==> src/rtl/probe_box.sv <==
// Framebuffer collision probe: scans a size x size square column-major through a
// 1-cycle-latency pixel memory and reports the first pixel that is not background.
module probe_box #(
    parameter logic [2:0] BG_COLOUR = 3'b000,
    parameter int         SIZE_W    = 7
) (
    input  logic              clk,
    input  logic              resetn,
    input  logic              go,
    input  logic [7:0]        x_in,
    input  logic [6:0]        y_in,
    input  logic [SIZE_W-1:0] size,
    output logic              rd_en,
    output logic [7:0]        x_rd,
    output logic [6:0]        y_rd,
    input  logic [2:0]        rd_colour,
    output logic              busy,
    output logic              done,
    output logic              hit,
    output logic [7:0]        hit_x,
    output logic [6:0]        hit_y
);

    typedef enum logic [1:0] {IDLE, READ, DRAIN, DONE} state_t;

    localparam logic [SIZE_W-1:0] ONE = SIZE_W'(1);

    state_t            r_state;
    logic [7:0]        r_xBase;
    logic [6:0]        r_yBase;
    logic [SIZE_W-1:0] r_size;
    logic [SIZE_W-1:0] r_cx;
    logic [SIZE_W-1:0] r_cy;
    logic              r_pend;
    logic [7:0]        r_shX;
    logic [6:0]        r_shY;
    logic              r_rdEn;
    logic [7:0]        r_xRd;
    logic [6:0]        r_yRd;
    logic              r_busy;
    logic              r_done;
    logic              r_hit;
    logic [7:0]        r_hitX;
    logic [6:0]        r_hitY;

    logic              w_hitNow;
    logic              w_lastRow;
    logic              w_lastCol;
    logic [SIZE_W-1:0] w_nextCx;
    logic [SIZE_W-1:0] w_nextCy;

    // Data on rd_colour belongs to the read issued last cycle, tracked by r_pend/r_sh*.
    assign w_hitNow  = r_pend && (rd_colour != BG_COLOUR);
    assign w_lastRow = (r_cy == r_size - ONE);
    assign w_lastCol = (r_cx == r_size - ONE);
    assign w_nextCy  = w_lastRow ? '0 : r_cy + ONE;
    assign w_nextCx  = w_lastRow ? r_cx + ONE : r_cx;

    always_ff @(posedge clk or negedge resetn) begin
        if (!resetn) begin
            r_state <= IDLE;
            r_xBase <= '0;
            r_yBase <= '0;
            r_size  <= '0;
            r_cx    <= '0;
            r_cy    <= '0;
            r_pend  <= 1'b0;
            r_shX   <= '0;
            r_shY   <= '0;
            r_rdEn  <= 1'b0;
            r_xRd   <= '0;
            r_yRd   <= '0;
            r_busy  <= 1'b0;
            r_done  <= 1'b0;
            r_hit   <= 1'b0;
            r_hitX  <= '0;
            r_hitY  <= '0;
        end else begin
            case (r_state)
                IDLE: begin
                    if (go) begin
                        r_xBase <= x_in;
                        r_yBase <= y_in;
                        r_size  <= size;
                        r_cx    <= '0;
                        r_cy    <= '0;
                        r_pend  <= 1'b0;
                        r_hit   <= 1'b0;
                        r_hitX  <= '0;
                        r_hitY  <= '0;
                        if (size == '0) begin
                            r_state <= DONE;
                            r_done  <= 1'b1;
                        end else begin
                            r_state <= READ;
                            r_busy  <= 1'b1;
                            r_rdEn  <= 1'b1;
                            r_xRd   <= x_in;
                            r_yRd   <= y_in;
                        end
                    end
                end
                READ: begin
                    r_pend <= 1'b1;
                    r_shX  <= r_xRd;
                    r_shY  <= r_yRd;
                    // A hit abandons the read issued this cycle; its data is never compared.
                    if (w_hitNow) begin
                        r_hit   <= 1'b1;
                        r_hitX  <= r_shX;
                        r_hitY  <= r_shY;
                        r_state <= DONE;
                        r_done  <= 1'b1;
                        r_busy  <= 1'b0;
                        r_pend  <= 1'b0;
                        r_rdEn  <= 1'b0;
                        r_xRd   <= '0;
                        r_yRd   <= '0;
                    end else if (w_lastCol && w_lastRow) begin
                        r_state <= DRAIN;
                        r_rdEn  <= 1'b0;
                        r_xRd   <= '0;
                        r_yRd   <= '0;
                    end else begin
                        r_cx  <= w_nextCx;
                        r_cy  <= w_nextCy;
                        r_xRd <= r_xBase + 8'(w_nextCx);
                        r_yRd <= r_yBase + 7'(w_nextCy);
                    end
                end
                DRAIN: begin
                    if (w_hitNow) begin
                        r_hit  <= 1'b1;
                        r_hitX <= r_shX;
                        r_hitY <= r_shY;
                    end
                    r_state <= DONE;
                    r_done  <= 1'b1;
                    r_busy  <= 1'b0;
                    r_pend  <= 1'b0;
                end
                DONE: begin
                    r_done  <= 1'b0;
                    r_pend  <= 1'b0;
                    r_state <= IDLE;
                end
                default: r_state <= IDLE;
            endcase
        end
    end

    assign rd_en = r_rdEn;
    assign x_rd  = r_xRd;
    assign y_rd  = r_yRd;
    assign busy  = r_busy;
    assign done  = r_done;
    assign hit   = r_hit;
    assign hit_x = r_hitX;
    assign hit_y = r_hitY;

endmodule

==> config.mk <==
export PLATFORM = sky130hd
export DESIGN_NAME = probe_box
export DESIGN_NICKNAME = d
export VERILOG_FILES = /design/src/rtl/probe_box.sv
export SDC_FILE = /design/constraint.sdc
export NUM_CORES = 1
export LEC_CHECK = 0
export CAP_MARGIN = 25
export CORE_MARGIN = 3
export CORE_UTILIZATION = 35
export CTS_CLUSTER_SIZE = 24
export DETAILED_ROUTE_END_ITERATION = 12
export PLACE_DENSITY = 0.58
export SYNTH_ARGS = -nofsm -noshare
export SYNTH_HDL_FRONTEND = slang
export SYNTH_SLANG_ARGS = --single-unit
==> constraint.sdc <==
create_clock -name clk -period 4.7 [get_ports clk]
set_input_delay 0.94 -clock clk [delete_from_list [all_inputs] [get_ports clk]]
set_output_delay 0.94 -clock clk [all_outputs]
set_load 0.02 [all_outputs]
==> results of run 1 <==
[flip-flops by register name (all words and copies together), names as in the netlist]
register and count:
r_size 7, r_shY 7, r_cy 7, r_cx 7
hit 1, rd_en 1, hit_y 7, r_state 2
done 1, hit_x 8, r_yBase 7, r_pend 1
y_rd 7, r_xBase 8, busy 1, x_rd 8
r_shX 8
[placed cells by master (no fill, tap or decap), types with 18 or more instances in the layout]
cell / n
ha_1: 18
xnor2_1: 19
dfrtp_1: 88
mux2_2: 38
nand2_1: 52
o21ai_0: 18
o21ai_1: 19
clkdlybuf4s50_1: 60
nor2_1: 47
[metrics by stage]
| step | std cells | instance area, um2 | util [%] |
|---|---|---|---|
| final | 708 | 5970 | 44.4 |
| after CTS | 708 | 5970 | 44.4 |
| after detailed placement | 692 | 5670 | 42.2 |
| after global placement | 692 | 5670 | 42.2 |
| after global routing | 708 | 5970 | 44.4 |
| after floorplan | 469 | 4880 | - |
[power by group through the flow]
stage	Sequential [mW]	Clock (mW)	Combinational, mW
after floorplan	1.42	0	1.45
after global placement	1.37	0	2.09
after detailed placement	1.39	0	2.14
after CTS	1.38	0.743	2.15
after global routing	1.42	0.774	2.37
final	1.37	0.727	2.12
[worst max-delay path, delay by kind of cell (launching register included)]
kind,cells,cell delay (ns)
buf+inv,2,0.17
mux,1,0.35
simple gates,3,0.67
xor+xnor,2,0.48
fa+ha+maj,2,0.50
compound gates,7,1.53
flops,1,0.48
[area by class of cell]
class | instances | area [um2]
repair buffers | 70 | 676
clock inverters | 6 | 67.6
fillers | 1303 | 7480
well taps | 176 | 220
clock buffers | 10 | 229
flip-flops and latches | 88 | 2200
inverters | 14 | 52.6
multi-input cells | 344 | 2520
[routing by layer]
metal / share of wire, % / track usage (%)
met3: 4.6 / 2.63
met2: 46 / 23.3
met1: 49 / 20.3
met4: 1.1 / 3.08
met5: 0 / 0
[kinds of logic (layout without fill, tap and decap cells)]
kind of cell / Yosys count / in the layout / share of synthesized area, %
and+or+nand+nor: 145 / 145 / 14.1
AOI/OAI and AO/OA: 100 / 100 / 14.9
DFF: 88 / 88 / 45.2
muxes: 41 / 41 / 9.39
xor gates and xnor gates: 37 / 37 / 7.67
buffers and inverters: 37 / 100 / 3.13
adders and majority gates: 21 / 21 / 5.67
[how the worst max path moves through the flow]
stage              end  cells after the start
6_report       x_rd[7]                     17
5_1_grt        x_rd[7]                     17
4_1_cts        x_rd[7]                     17
3_5_place_dp   x_rd[7]                     17
3_3_place_gp   x_rd[7]                     17
2_1_floorplan  x_rd[7]                     19
==> reports/results.ini, run 1 <==
[logic_synthesis]
synth_cell_types=63
synth.avg_cell_area_um2=10.4
ys_seq_area_share_pct=45.2
synthesis.nets=517
ys_ff_latch=88
synth_enable_flop_cells=0
yosysMostFrequentCell=dfrtp_1
ys.flop_type=dfrtp_1
yosys_warnings=0
synthArstFlopShare_pct=100
yosysTopAreaCellShare_pct=45.2
synth_common_cells=88 x dfrtp_1, 52 x nand2_1, 47 x nor2_1, 38 x mux2_2
syn_inst=469
ys_top_cells_by_area=dfrtp_1 45%, mux2_2 8.8%, ha_1 4.6%
yosys.area.top_type=dfrtp_1
synthesis.area_um2=4880

[timing]
max_slew_margin_pct=49.9
clock.fmax_mhz=232
setup_ws_ns=0.391
tns_ns=0
slew_violations=0
clock_skew_ns=0.00714
worst_pin_slew_ns=0.744
whs_ns=0.475
finalHoldViolCount=0
fin_crit_ns=4.31
rsz0062_at_grt=no
setup_viol=0
finalCritPeriodShare_pct=91.7

[layout]
antenna_cells=0
drive_gt1_share_pct=15.6
nets=575
synthToLayoutAreaGrowth_pct=22.4

[clock_network]
clk_latency_ns=0.33
ctsHoldBuffers=0
cts_tree=done
cts.sinks=88
cts_root_buf=clkbuf_16
post_cts_buffers=0
cts_made_buffers=9
path_clk_slew_ns=0.07
cts_resized=0
htree_levels=3
clockBufferDepth=2

[global_route]
overflow=0
grt_pass1_wl_mm=17.7
grt_pass1_vias=3527
gr-usage-all-layers_pct=14.4
antenna_found_initial=0
grt_start_max_net_pins=56

[worst_setup_path]
worstPathRequired_ns=4.91
ff2ff_path_depth=17
cpMaxStageDelayCell=dfrtp_1
critPathMaxStageDelay_ns=0.48
reg2reg_to=x_rd[7]
worstSetupPathType=reg -> reg
cp_max_fo=7
startpoint_type=register
cp-startpoint=r_size[0]
cp_cell_sequence=inv_1 > ha_1 > nor3b_1 > xor3_1 > a311oi_4 > and2_1 > mux2i_1 > inv_1 > ha_1 > a21o_1 > a21oi_1 > o21bai_1 > a21oi_1 > o21ai_0 > xor2_1 > a221oi_1 > nor2_1
timing.reg2reg.setup_slack_ns=0.39
worstPathArrival_ns=4.52
rr_startpoint=r_size[0]
cp-end-kind=register

[power]
seqPwrFrac_pct=32.5
ir_worst_vdd_uv=239
internal-power_mw=2.48
p_comb_share_pct=50.3
power_frac_clock_pct=17.2
fin_total_pwr_mw=4.22
p_sw_mw=1.74
swShare_pct=41.2
p_leak_nw=2.61
power.density_nw_per_um2=707

[worst_hold_path]
whs_path_depth=2
hold_class=reg -> reg
hold_start=hit_y[4]
whs_endpoint=hit_y[4]

[routing]
via_per_inst=5.06
first_pass_iters=4
vias=3585
routed_wl_mm=10.7
drc=0
wl_per_cell_um=15.1
antenna_left=0
drt_iter0_markers=205

[outcome]
outcome=finished clean

[floorplanning]
dieArea_um2=15400
start_util_pct=36.3
ios=62
fp.dieH_um=124
rows=42
die_w_um=124
core_area_um2=13500

[run]
drv_cap=0

[place]
gp_congestion=0.796
dpl.hpwl_mm=7.98
dp_slack_ns=0.409
port_buffers=61

(Power assumes the default switching activity.)
==> inputs of run 2 (changes only) <==
--- a/config.mk
+++ b/config.mk
@@ -7,10 +7,9 @@
 export LEC_CHECK = 0
 export CAP_MARGIN = 25
 export CORE_MARGIN = 3
-export CORE_UTILIZATION = 35
+export CORE_UTILIZATION = 25
 export CTS_CLUSTER_SIZE = 24
 export DETAILED_ROUTE_END_ITERATION = 12
-export PLACE_DENSITY = 0.58
 export SYNTH_ARGS = -nofsm -noshare
 export SYNTH_HDL_FRONTEND = slang
 export SYNTH_SLANG_ARGS = --single-unit
==> run 2 against run 1 <==
  * Routed wire length increased by 8.0%
  * Flip-flop and latch count unchanged
  * Combinational power about the same
  * Fmax increased by 2.0%
  * Largest power group unchanged
  * Highest routed layer unchanged
==> reports/results.ini, run 2 (synthesized netlist as in run 1, its figures left out) <==
[outcome]
outcome=finished clean

[routing]
routed_wl_mm=11.5
via_per_inst=4.58
drc=0
drt_iter0_markers=249
first_pass_iters=4
vias=3620
antenna_left=0
wl_per_cell_um=14.6

[power]
p_leak_nw=2.62
ir_worst_vdd_uv=247
power.density_nw_per_um2=701

[place]
dp_cells=775
dpl.hpwl_mm=8.68
port_buffers=61
gp_congestion=0.788

[worst_setup_path]
worstPathArrival_ns=4.47
timing.reg2reg.setup_slack_ns=0.47
cp-end-kind=register
worstSetupPathType=reg -> reg
rr_startpoint=r_size[0]
worstPathRequired_ns=4.94
cp_max_fo=7
cp-startpoint=r_size[0]
reg2reg_to=x_rd[7]
startpoint_type=register
ff2ff_path_depth=17

[global_route]
overflow=0
grt_pass1_vias=3694
antenna_found_initial=0
gr-usage-all-layers_pct=11.3
grt_start_max_net_pins=62
grt_pass1_wl_mm=19.5

[timing]
finalHoldViolCount=0
worst_pin_slew_ns=0.936
setup_viol=0
slew_violations=0
fin_crit_ns=4.23
clock.fmax_mhz=237
finalCritPeriodShare_pct=89.9
clock_skew_ns=0.00800
max_slew_margin_pct=37.0
tns_ns=0
rsz0062_at_grt=no

[floorplanning]
core_area_um2=19000
dieArea_um2=21200
start_util_pct=25.7
ios=62
fp.dieH_um=146
die_w_um=146
rows=50

[layout]
final_common_cell=dfrtp_1
nets=574
drive_gt1_share_pct=15.8
antenna_cells=0
num-fill-cells=1943
fin_cells=791
post-route-util_pct=32.1
synthToLayoutAreaGrowth_pct=24.9
final_cell_mix=88 x dfrtp_1, 60 x clkdlybuf4s50_1, 52 x nand2_1

[worst_hold_path]
hold_start=hit_y[1]
whs_endpoint=hit_y[1]
hold_class=reg -> reg
whs_path_depth=2

[clock_network]
cts.sinks=88
clk_latency_ns=0.35
path_clk_slew_ns=0.07
cts_resized=0
post_cts_buffers=0
cts_made_buffers=9
cts_tree=done
ctsHoldBuffers=0
clockBufferDepth=2
htree_levels=3
cts_root_buf=clkbuf_16

[run]
drv_cap=0

## run 2: cell count changes in the layout (fill, tap and decap cells not counted)
cell        previous run  this run
nor3b_1                3         2
nor3b_2                0         1
clkbuf_1               1         0
inv_6                  2         1
clkbuf_8               0         1
clkinv_2               1         0
buf_4                 10         9
clkinv_4               0         2
clkinvlp_4             2         1
inv_8                  0         1
## run 2: cell type report
cell class	count	area, um2	share of cell area [%]
timing repair buffer	69	668	11.0
clock inverter	6	75.1	1.23
inverter	14	52.6	0.863
tap	260	325	5.34
multi-input combinational	344	2530	41.5
clock buffer	10	239	3.92
sequential	88	2200	36.2
## run 2: where the power goes
part / switching, mW / total [mW] / internal [mW]
sequential: 0.292 / 1.38 / 1.08
combinational: 1.15 / 2.13 / 0.980
clock: 0.326 / 0.760 / 0.434
## run 2: how the worst max path moves through the flow
stage / endpoint / slack, ns / depth (start not counted)
3_5_place_dp: x_rd[7] / 0.32 / 17
3_3_place_gp: x_rd[7] / 0.51 / 17
6_report: x_rd[7] / 0.47 / 17
4_1_cts: x_rd[7] / 0.30 / 17
2_1_floorplan: x_rd[7] / 0.64 / 19
5_1_grt: x_rd[7] / 0.09 / 17
## run 2: critical path, cell delays in order (launching register included)
cell and delay (ns):
dfrtp_1 0.47, inv_1 0.09, ha_1 0.23, nor3b_2 0.26
xor3_1 0.30, a311oi_4 0.45, and2_1 0.24, mux2i_1 0.35
inv_1 0.10, ha_1 0.29, a21o_1 0.19, a21oi_1 0.22
o21bai_1 0.10, a21oi_1 0.22, o21ai_0 0.15, xor2_1 0.15
a221oi_1 0.26, nor2_1 0.06
## run 2: through the flow
step                      power [mW]  hold WS, ns  cell area [um2]  worst slack [ns]
after floorplan                 2.87        0.450             4880             0.641
after global placement          3.46        0.459             5770             0.514
after detailed placement        3.54        0.470             5770             0.322
after CTS                       4.31        0.486             6080             0.298
after global routing            4.60        0.511             6090            0.0924
final                           4.27        0.477             6090             0.474
## run 2: per-layer routing
layer,wire length [um],global-route usage (%)
met4,116,2.99
met1,5420,14.9
met3,571,3.11
met5,0,0
met2,5440,18.5
